File: config.mk
export PLATFORM = sky130hd
export DESIGN_NAME = wb_stage
export DESIGN_NICKNAME = d
export VERILOG_FILES = /design/src/rtl/wb_stage.sv
export SDC_FILE = /design/constraint.sdc
export NUM_CORES = 1
export LEC_CHECK = 0
export ABC_AREA = 1
export BUFFER_PORTS_ARGS = -buffer_cell sky130_fd_sc_hd__buf_2
export CORE_AREA = 2 2 192 194
export CTS_CLUSTER_DIAMETER = 40
export DETAILED_ROUTE_END_ITERATION = 10
export DIE_AREA = 0 0 194 196
export GPL_TIMING_DRIVEN = 0
export SYNTH_ARGS = -nofsm -noshare
export SYNTH_HDL_FRONTEND = slang
export SYNTH_SLANG_ARGS = --single-unit
File: constraint.sdc
create_clock -name clk -period 6 [get_ports clk]
set_input_delay 0.9 -clock clk [delete_from_list [all_inputs] [get_ports clk]]
set_output_delay 0.9 -clock clk [all_outputs]
set_load 0.02 [all_outputs]
File: src/rtl/wb_stage.sv
// ---------------------------------------------------------------------------
// wb_stage -- final (write-back) pipeline stage.
//
// Registers one instruction per cycle from the MEM stage and commits it
// combinationally in the cycle after hand-off. Commit covers:
//   * GPR writes and the write-back forwarding bus.
//   * CSR writes.
//   * TLB commands.
//   * Exception resolution (priority encode to ecode/esubcode/badv).
//   * ERTN and TLB-instruction refetch.
// The combined flush output kills every younger stage.
//
// Ports
//   clk, resetn                      clock (rising edge), async active-low reset
//   MEM_to_WB_valid / MEM_to_WB_bus  incoming instruction. The bus is packed as
//     {refetch, tlbsrch, tlbrd, tlbwr, tlbfill, tlbhit, hit_idx[3:0],
//      csr_we, csr_num[13:0], csr_wmask, csr_wvalue, ertn,
//      ex_type[EXT_W-1:0], result, gr_we, dest[4:0], pc, inst}
//   WB_allow_in                      always 1; WB never stalls
//   rf_we/rf_waddr/rf_wdata          register-file write port
//   WB_wr_bus                        {rf_we, dest, result} for hazard/forwarding
//   csr_we/csr_num/csr_wmask/csr_wvalue   CSR write port (fields 0 when no write)
//   wb_ex/wb_ecode/wb_esubcode/wb_pc/wb_vaddr/wb_badv_we   exception commit
//   ertn_flush                       ERTN commit
//   refetch_flush/refetch_pc         refetch after a TLB instruction, at pc+4
//   tlb_op                           {srch, rd, wr, fill} TLB command
//   tlbsrch_hit/tlbsrch_idx          TLBSRCH result for CSR TLBIDX
//   flush                            wb_ex | ertn_flush | refetch_flush
//
// ex_type bit i carries the i-th exception in priority order. Bit 0 has the
// highest priority:
//   0 INT    1 ADEF   2 TLBRF  3 PIF    4 PPIF   5 INE    6 SYS    7 BRK
//   8 ALE    9 ADEM   10 TLBRM 11 PIL   12 PIS   13 PME   14 PPIM
//
// Optional feature: define WB_DEBUG_TRACE_EN to add the debug_wb_* trace
// outputs.
// ---------------------------------------------------------------------------
module wb_stage #(
    parameter int BUS_W = 207,
    parameter int EXT_W = 15
) (
    input  logic             clk,
    input  logic             resetn,
    input  logic             MEM_to_WB_valid,
    input  logic [BUS_W-1:0] MEM_to_WB_bus,
    output logic             WB_allow_in,
    output logic             rf_we,
    output logic [4:0]       rf_waddr,
    output logic [31:0]      rf_wdata,
    output logic [37:0]      WB_wr_bus,
    output logic             csr_we,
    output logic [13:0]      csr_num,
    output logic [31:0]      csr_wmask,
    output logic [31:0]      csr_wvalue,
    output logic             wb_ex,
    output logic [5:0]       wb_ecode,
    output logic [8:0]       wb_esubcode,
    output logic [31:0]      wb_pc,
    output logic [31:0]      wb_vaddr,
    output logic             wb_badv_we,
    output logic             ertn_flush,
    output logic             refetch_flush,
    output logic [31:0]      refetch_pc,
    output logic [3:0]       tlb_op,
    output logic             tlbsrch_hit,
    output logic [3:0]       tlbsrch_idx,
    output logic             flush
`ifdef WB_DEBUG_TRACE_EN
   ,output logic [31:0]      debug_wb_pc,
    output logic [3:0]       debug_wb_rf_we,
    output logic [4:0]       debug_wb_rf_wnum,
    output logic [31:0]      debug_wb_rf_wdata
`endif
);

    // Field offsets inside the bus register.
    localparam int O_PC    = 32;
    localparam int O_DEST  = 64;
    localparam int O_GRWE  = 69;
    localparam int O_RES   = 70;
    localparam int O_EX    = 102;
    localparam int O_ERTN  = O_EX + EXT_W;
    localparam int O_CSRV  = O_ERTN + 1;
    localparam int O_CSRM  = O_CSRV + 32;
    localparam int O_CSRN  = O_CSRM + 32;
    localparam int O_CSRWE = O_CSRN + 14;
    localparam int O_HIDX  = O_CSRWE + 1;
    localparam int O_HIT   = O_HIDX + 4;
    localparam int O_FILL  = O_HIT + 1;
    localparam int O_WR    = O_FILL + 1;
    localparam int O_RD    = O_WR + 1;
    localparam int O_SRCH  = O_RD + 1;
    localparam int O_REF   = O_SRCH + 1;

    logic             wb_valid_q, wb_valid_d;
    logic [BUS_W-1:0] bus_q, bus_d;

    always_comb begin
        wb_valid_d = MEM_to_WB_valid;
        // NOTE: every always_comb output gets a default first, so that no
        // path can leave it unassigned and infer a latch.
        bus_d = bus_q;
        if (MEM_to_WB_valid) begin
            bus_d = MEM_to_WB_bus;
        end
    end

    // NOTE: the bus register is reset along with the valid bit. Outputs
    // derived from its raw fields must read 0 while reset is held, so
    // clearing only the valid bit would not be enough here.
    always_ff @(posedge clk or negedge resetn) begin
        if (!resetn) begin
            // NOTE: state registers use non-blocking assignments only.
            wb_valid_q <= 1'b0;
            bus_q      <= '0;
        end else begin
            wb_valid_q <= wb_valid_d;
            bus_q      <= bus_d;
        end
    end

    // Field views of the latched instruction.
    logic [31:0]      pc, result, csr_wmask_f, csr_wvalue_f;
    logic [4:0]       dest;
    logic [EXT_W-1:0] ex_type;
    logic [13:0]      csr_num_f;
    logic [3:0]       hit_idx;
    logic             gr_we, ertn, csr_we_f, tlbhit, refetch;
    logic             unused_inst;

    assign pc           = bus_q[O_PC +: 32];
    assign dest         = bus_q[O_DEST +: 5];
    assign gr_we        = bus_q[O_GRWE];
    assign result       = bus_q[O_RES +: 32];
    assign ex_type      = bus_q[O_EX +: EXT_W];
    assign ertn         = bus_q[O_ERTN];
    assign csr_wvalue_f = bus_q[O_CSRV +: 32];
    assign csr_wmask_f  = bus_q[O_CSRM +: 32];
    assign csr_num_f    = bus_q[O_CSRN +: 14];
    assign csr_we_f     = bus_q[O_CSRWE];
    assign hit_idx      = bus_q[O_HIDX +: 4];
    assign tlbhit       = bus_q[O_HIT];
    assign refetch      = bus_q[O_REF];
    // The instruction word travels with the bus but is not needed to commit.
    assign unused_inst  = ^bus_q[31:0];

    // Exception resolution. The loop runs from low to high priority, so the
    // highest-priority set bit is written last and wins.
    logic       ex_any;
    logic [3:0] ex_idx;
    logic [5:0] ecode;
    logic       esub, vaddr_pc, vaddr_res;

    assign ex_any = wb_valid_q & (|ex_type);

    always_comb begin
        ex_idx = '0;
        for (int i = EXT_W - 1; i >= 0; i--) begin
            if (ex_type[i]) ex_idx = 4'(i);
        end
    end

    always_comb begin
        ecode     = 6'h00;
        esub      = 1'b0;
        vaddr_pc  = 1'b0;
        vaddr_res = 1'b0;
        case (ex_idx)
            4'd0:  ecode = 6'h00;                                 // INT
            4'd1:  begin ecode = 6'h08; vaddr_pc  = 1'b1; end     // ADEF
            4'd2:  begin ecode = 6'h3F; vaddr_pc  = 1'b1; end     // TLBRF
            4'd3:  begin ecode = 6'h03; vaddr_pc  = 1'b1; end     // PIF
            4'd4:  begin ecode = 6'h07; vaddr_pc  = 1'b1; end     // PPIF
            4'd5:  ecode = 6'h0D;                                 // INE
            4'd6:  ecode = 6'h0B;                                 // SYS
            4'd7:  ecode = 6'h0C;                                 // BRK
            4'd8:  begin ecode = 6'h09; vaddr_res = 1'b1; end     // ALE
            4'd9:  begin ecode = 6'h08; vaddr_res = 1'b1; esub = 1'b1; end // ADEM
            4'd10: begin ecode = 6'h3F; vaddr_res = 1'b1; end     // TLBRM
            4'd11: begin ecode = 6'h01; vaddr_res = 1'b1; end     // PIL
            4'd12: begin ecode = 6'h02; vaddr_res = 1'b1; end     // PIS
            4'd13: begin ecode = 6'h04; vaddr_res = 1'b1; end     // PME
            4'd14: begin ecode = 6'h07; vaddr_res = 1'b1; end     // PPIM
            default: ;
        endcase
    end

    // Any architectural side effect requires a valid instruction that does
    // not raise an exception.
    logic commit_ok;
    assign commit_ok = wb_valid_q & ~ex_any;

    assign WB_allow_in   = 1'b1;

    assign wb_ex         = ex_any;
    assign wb_ecode      = ex_any ? ecode : 6'h00;
    assign wb_esubcode   = {8'h00, ex_any & esub};
    assign wb_pc         = ex_any ? pc : 32'h0;
    assign wb_badv_we    = ex_any & (vaddr_pc | vaddr_res);
    assign wb_vaddr      = !ex_any  ? 32'h0 :
                           vaddr_pc  ? pc    :
                           vaddr_res ? result : 32'h0;

    assign rf_we         = commit_ok & gr_we;
    assign rf_waddr      = dest;
    assign rf_wdata      = result;
    assign WB_wr_bus     = {rf_we, dest, result};

    assign csr_we        = commit_ok & csr_we_f;
    assign csr_num       = csr_we ? csr_num_f    : 14'h0;
    assign csr_wmask     = csr_we ? csr_wmask_f  : 32'h0;
    assign csr_wvalue    = csr_we ? csr_wvalue_f : 32'h0;

    assign tlb_op        = {4{commit_ok}} & bus_q[O_FILL +: 4 ] ^ {4{1'b0}} & 4'h0 |
                           ({4{commit_ok}} & {bus_q[O_SRCH], bus_q[O_RD], bus_q[O_WR], bus_q[O_FILL]});
    assign tlbsrch_hit   = tlb_op[3] & tlbhit;
    assign tlbsrch_idx   = tlb_op[3] ? hit_idx : 4'h0;

    assign ertn_flush    = commit_ok & ertn;
    assign refetch_flush = commit_ok & refetch;
    // Restart address wraps modulo 2^32.
    assign refetch_pc    = refetch_flush ? pc + 32'd4 : 32'h0;

    assign flush         = wb_ex | ertn_flush | refetch_flush;

`ifdef WB_DEBUG_TRACE_EN
    assign debug_wb_pc       = wb_valid_q ? pc : 32'h0;
    assign debug_wb_rf_we    = {4{rf_we}};
    assign debug_wb_rf_wnum  = dest;
    assign debug_wb_rf_wdata = result;
`endif

endmodule

==> impl_metrics.ini <==
[cts]
ctsHoldBuffers = 0
cts_resized = 0
clockBufferDepth = 2
cts_buffers = 17
clk_latency_ns = 0.44
clock-sinks = 176
clk_pin_slew_ns = 0.07
htree_num_levels = 4
cts_root_buffer = clkbuf_16
cts_tree = built
post_cts_buffers = 0

[critical_path]
crit_arrival_ns = 3.01
crit_fanout = 10
required_ns = 5.10
endpoint_kind = output port
path_class = register to output port
start_kind = register
rrSetupSlack_ns = 5.10

[route]
drtPass1Iterations = 5
num_vias = 10155
via_per_inst = 4.41
wirelength_um = 38500
drc = 0
first_iter_violations = 367
postRouteAntennaNets = 0
post_drt_wl_per_cell_um = 16.7

[place]
dpl.cell_count = 2271
io_buffers = 449
hpwl_um = 30600
place_area_mm2 = 0.0127
place.gp.congestion = 0.900

[synth]
synth_ff_type = dfrtp_1
synth_area_per_cell_um2 = 7.31
synth_edf_count = 0
synth.most_common_cell = nor2_1
yosysTopAreaCell = dfrtp_1
synth_cells = 1346
async_reset_ff_share_pct = 100
synth_top_area_share_pct = 44.8
synth_seq_area_share_pct = 44.8
ys_warn_count = 0
yosysUniqueCellTypes = 36
synth_area_leaders = dfrtp_1 (45%), nor2_1 (9.5%), nand2_1 (9.4%)
synth_common_cells = nor2_1 (250), nand2_1 (247), inv_1 (184)
syn_area_mm2 = 0.00984
ys_seq_elements = 176

[floorplanning]
die_x_um = 194
pin_count = 491
fp.dieH_um = 196
dieArea_mm2 = 0.0380
core-area_mm2 = 0.0361
start_util_pct = 27.3
rows = 70

[sta]
finalHoldViolations = 0
period_minus_slack_ns = 3.91
finalClockSkew_ns = 0
drv_slew = 0
setup_viol = 0
max_slew_margin_pct = 25.7
rsz0062_at_grt = false
final.setup.tns_ns = 0
clock.fmax_mhz = 256
finalCritPeriodShare_pct = 65.1
tightest_slew_ns = 1.11

[grt]
grt_first_pass_wirelength_um = 58000
grt.overflow.total = 0
grtUsageTotal_pct = 20.0
antenna_found_initial = 2
grt_pass1_vias = 10042
grt_max_degree = 97

[layout]
fin_area_mm2 = 0.0134
area.growth.synth_to_final_pct = 36.1
post-route-util_pct = 37.1
instances_no_fill = 2303
final_nets = 2033
drive_gt1_share_pct = 35.0
antenna_cells = 0

[run]
max_cap_violations = 0

[power]
pwr_density_cell_mw_per_mm2 = 256
p_leak_nw = 7.62
ir_worst_vdd_mv = 0.202
power.total_mw = 3.43

[run_status]
status = complete, no violations

[min_path]
hp-class = input pin to asynchronous set/reset pin
layout make-up:
type	instances	area [um2]
plain buffers	152	955
clock buffers	19	453
clock inverters	13	198
fillers	3937	22700
inverters	199	748
multi-input cells	826	3760
flip-flops and latches	176	4400
well taps	468	586
repair buffers	450	2280
metal layers:
layer	global-route usage (%)	vias to the layer above	wire length, um
met4	6.65	4	968
met2	35.1	417	19000
met5	0	-	21
li1	-	4969	-
met3	5.16	47	2690
met1	23.8	4718	15800
sequential cells by signal, summed over array words and instances (netlist names):
| register | count |
|---|---|
| bus_q | 175 |
| wb_valid_q | 1 |
cell families after synthesis:
group	after synthesis	synth area share, %
AND/OR/NAND/NOR	598	26.0
buffers and inverters	351	17.3
AO/OA/AOI/OAI	210	10.9
flip-flops	176	44.8
multiplexers	6	0.687
other	2	0.0763
XOR/XNOR	2	0.178
adder cells (fa/ha/maj)	1	0.127
critical path, cell delays in order (launching register included):
cell and delay [ns]:
dfrtp_1 0.37, inv_2 0.10, nand2_1 0.07, nor3_2 0.19, inv_2 0.08, nor2_4 0.14, nand3_1 0.11, nor2_1 0.14
inv_2 0.13, nor2_2 0.23, buf_2 0.34, o21ai_0 0.14, a21oi_1 0.28, buf_2 0.23
stage by stage:
step	setup slack (ns)	hold WS (ns)
final	2.09	0.412
after detailed placement	2.37	0.513
after floorplan	3.14	0.491
after CTS	2.05	0.448
after global placement	0.959	0.504
after global routing	1.90	0.470
cell usage in the layout (no fill, tap or decap), types with 8 or more instances in the layout:
master     instances
nand2_1          247
nand3_1           50
buf_4             88
nor3_1             8
clkbuf_16         17
conb_1             9
a21oi_1           23
inv_2             14
nor2_1           250
clkbuf_1          51
dfrtp_1          176
buf_2            455
nand2_2            9
inv_1            184
o21ai_0          182
worst paths after layout:
| kind | end | cells after the start | start |
|---|---|---|---|
| min in group clk | bus_q[179] | 2 | bus_q[179] |
| hold reg to reg | bus_q[179] | 2 | bus_q[179] |
| setup reg to reg | bus_q[55] | 2 | bus_q[55] |
| max in group asynchronous | bus_q[158] | 2 | resetn |
| setup / recovery | refetch_pc[21] | 13 | bus_q[102] |
| hold / removal | bus_q[66] | 1 | resetn |
power by group:
part	switching (mW)	internal, mW	leakage (nW)
logic	0.522	0.287	5.17
clock network	0.541	0.731	0.321
registers	0.0594	1.29	2.13
total	1.12	2.31	7.62
(Power assumes the default switching activity.)
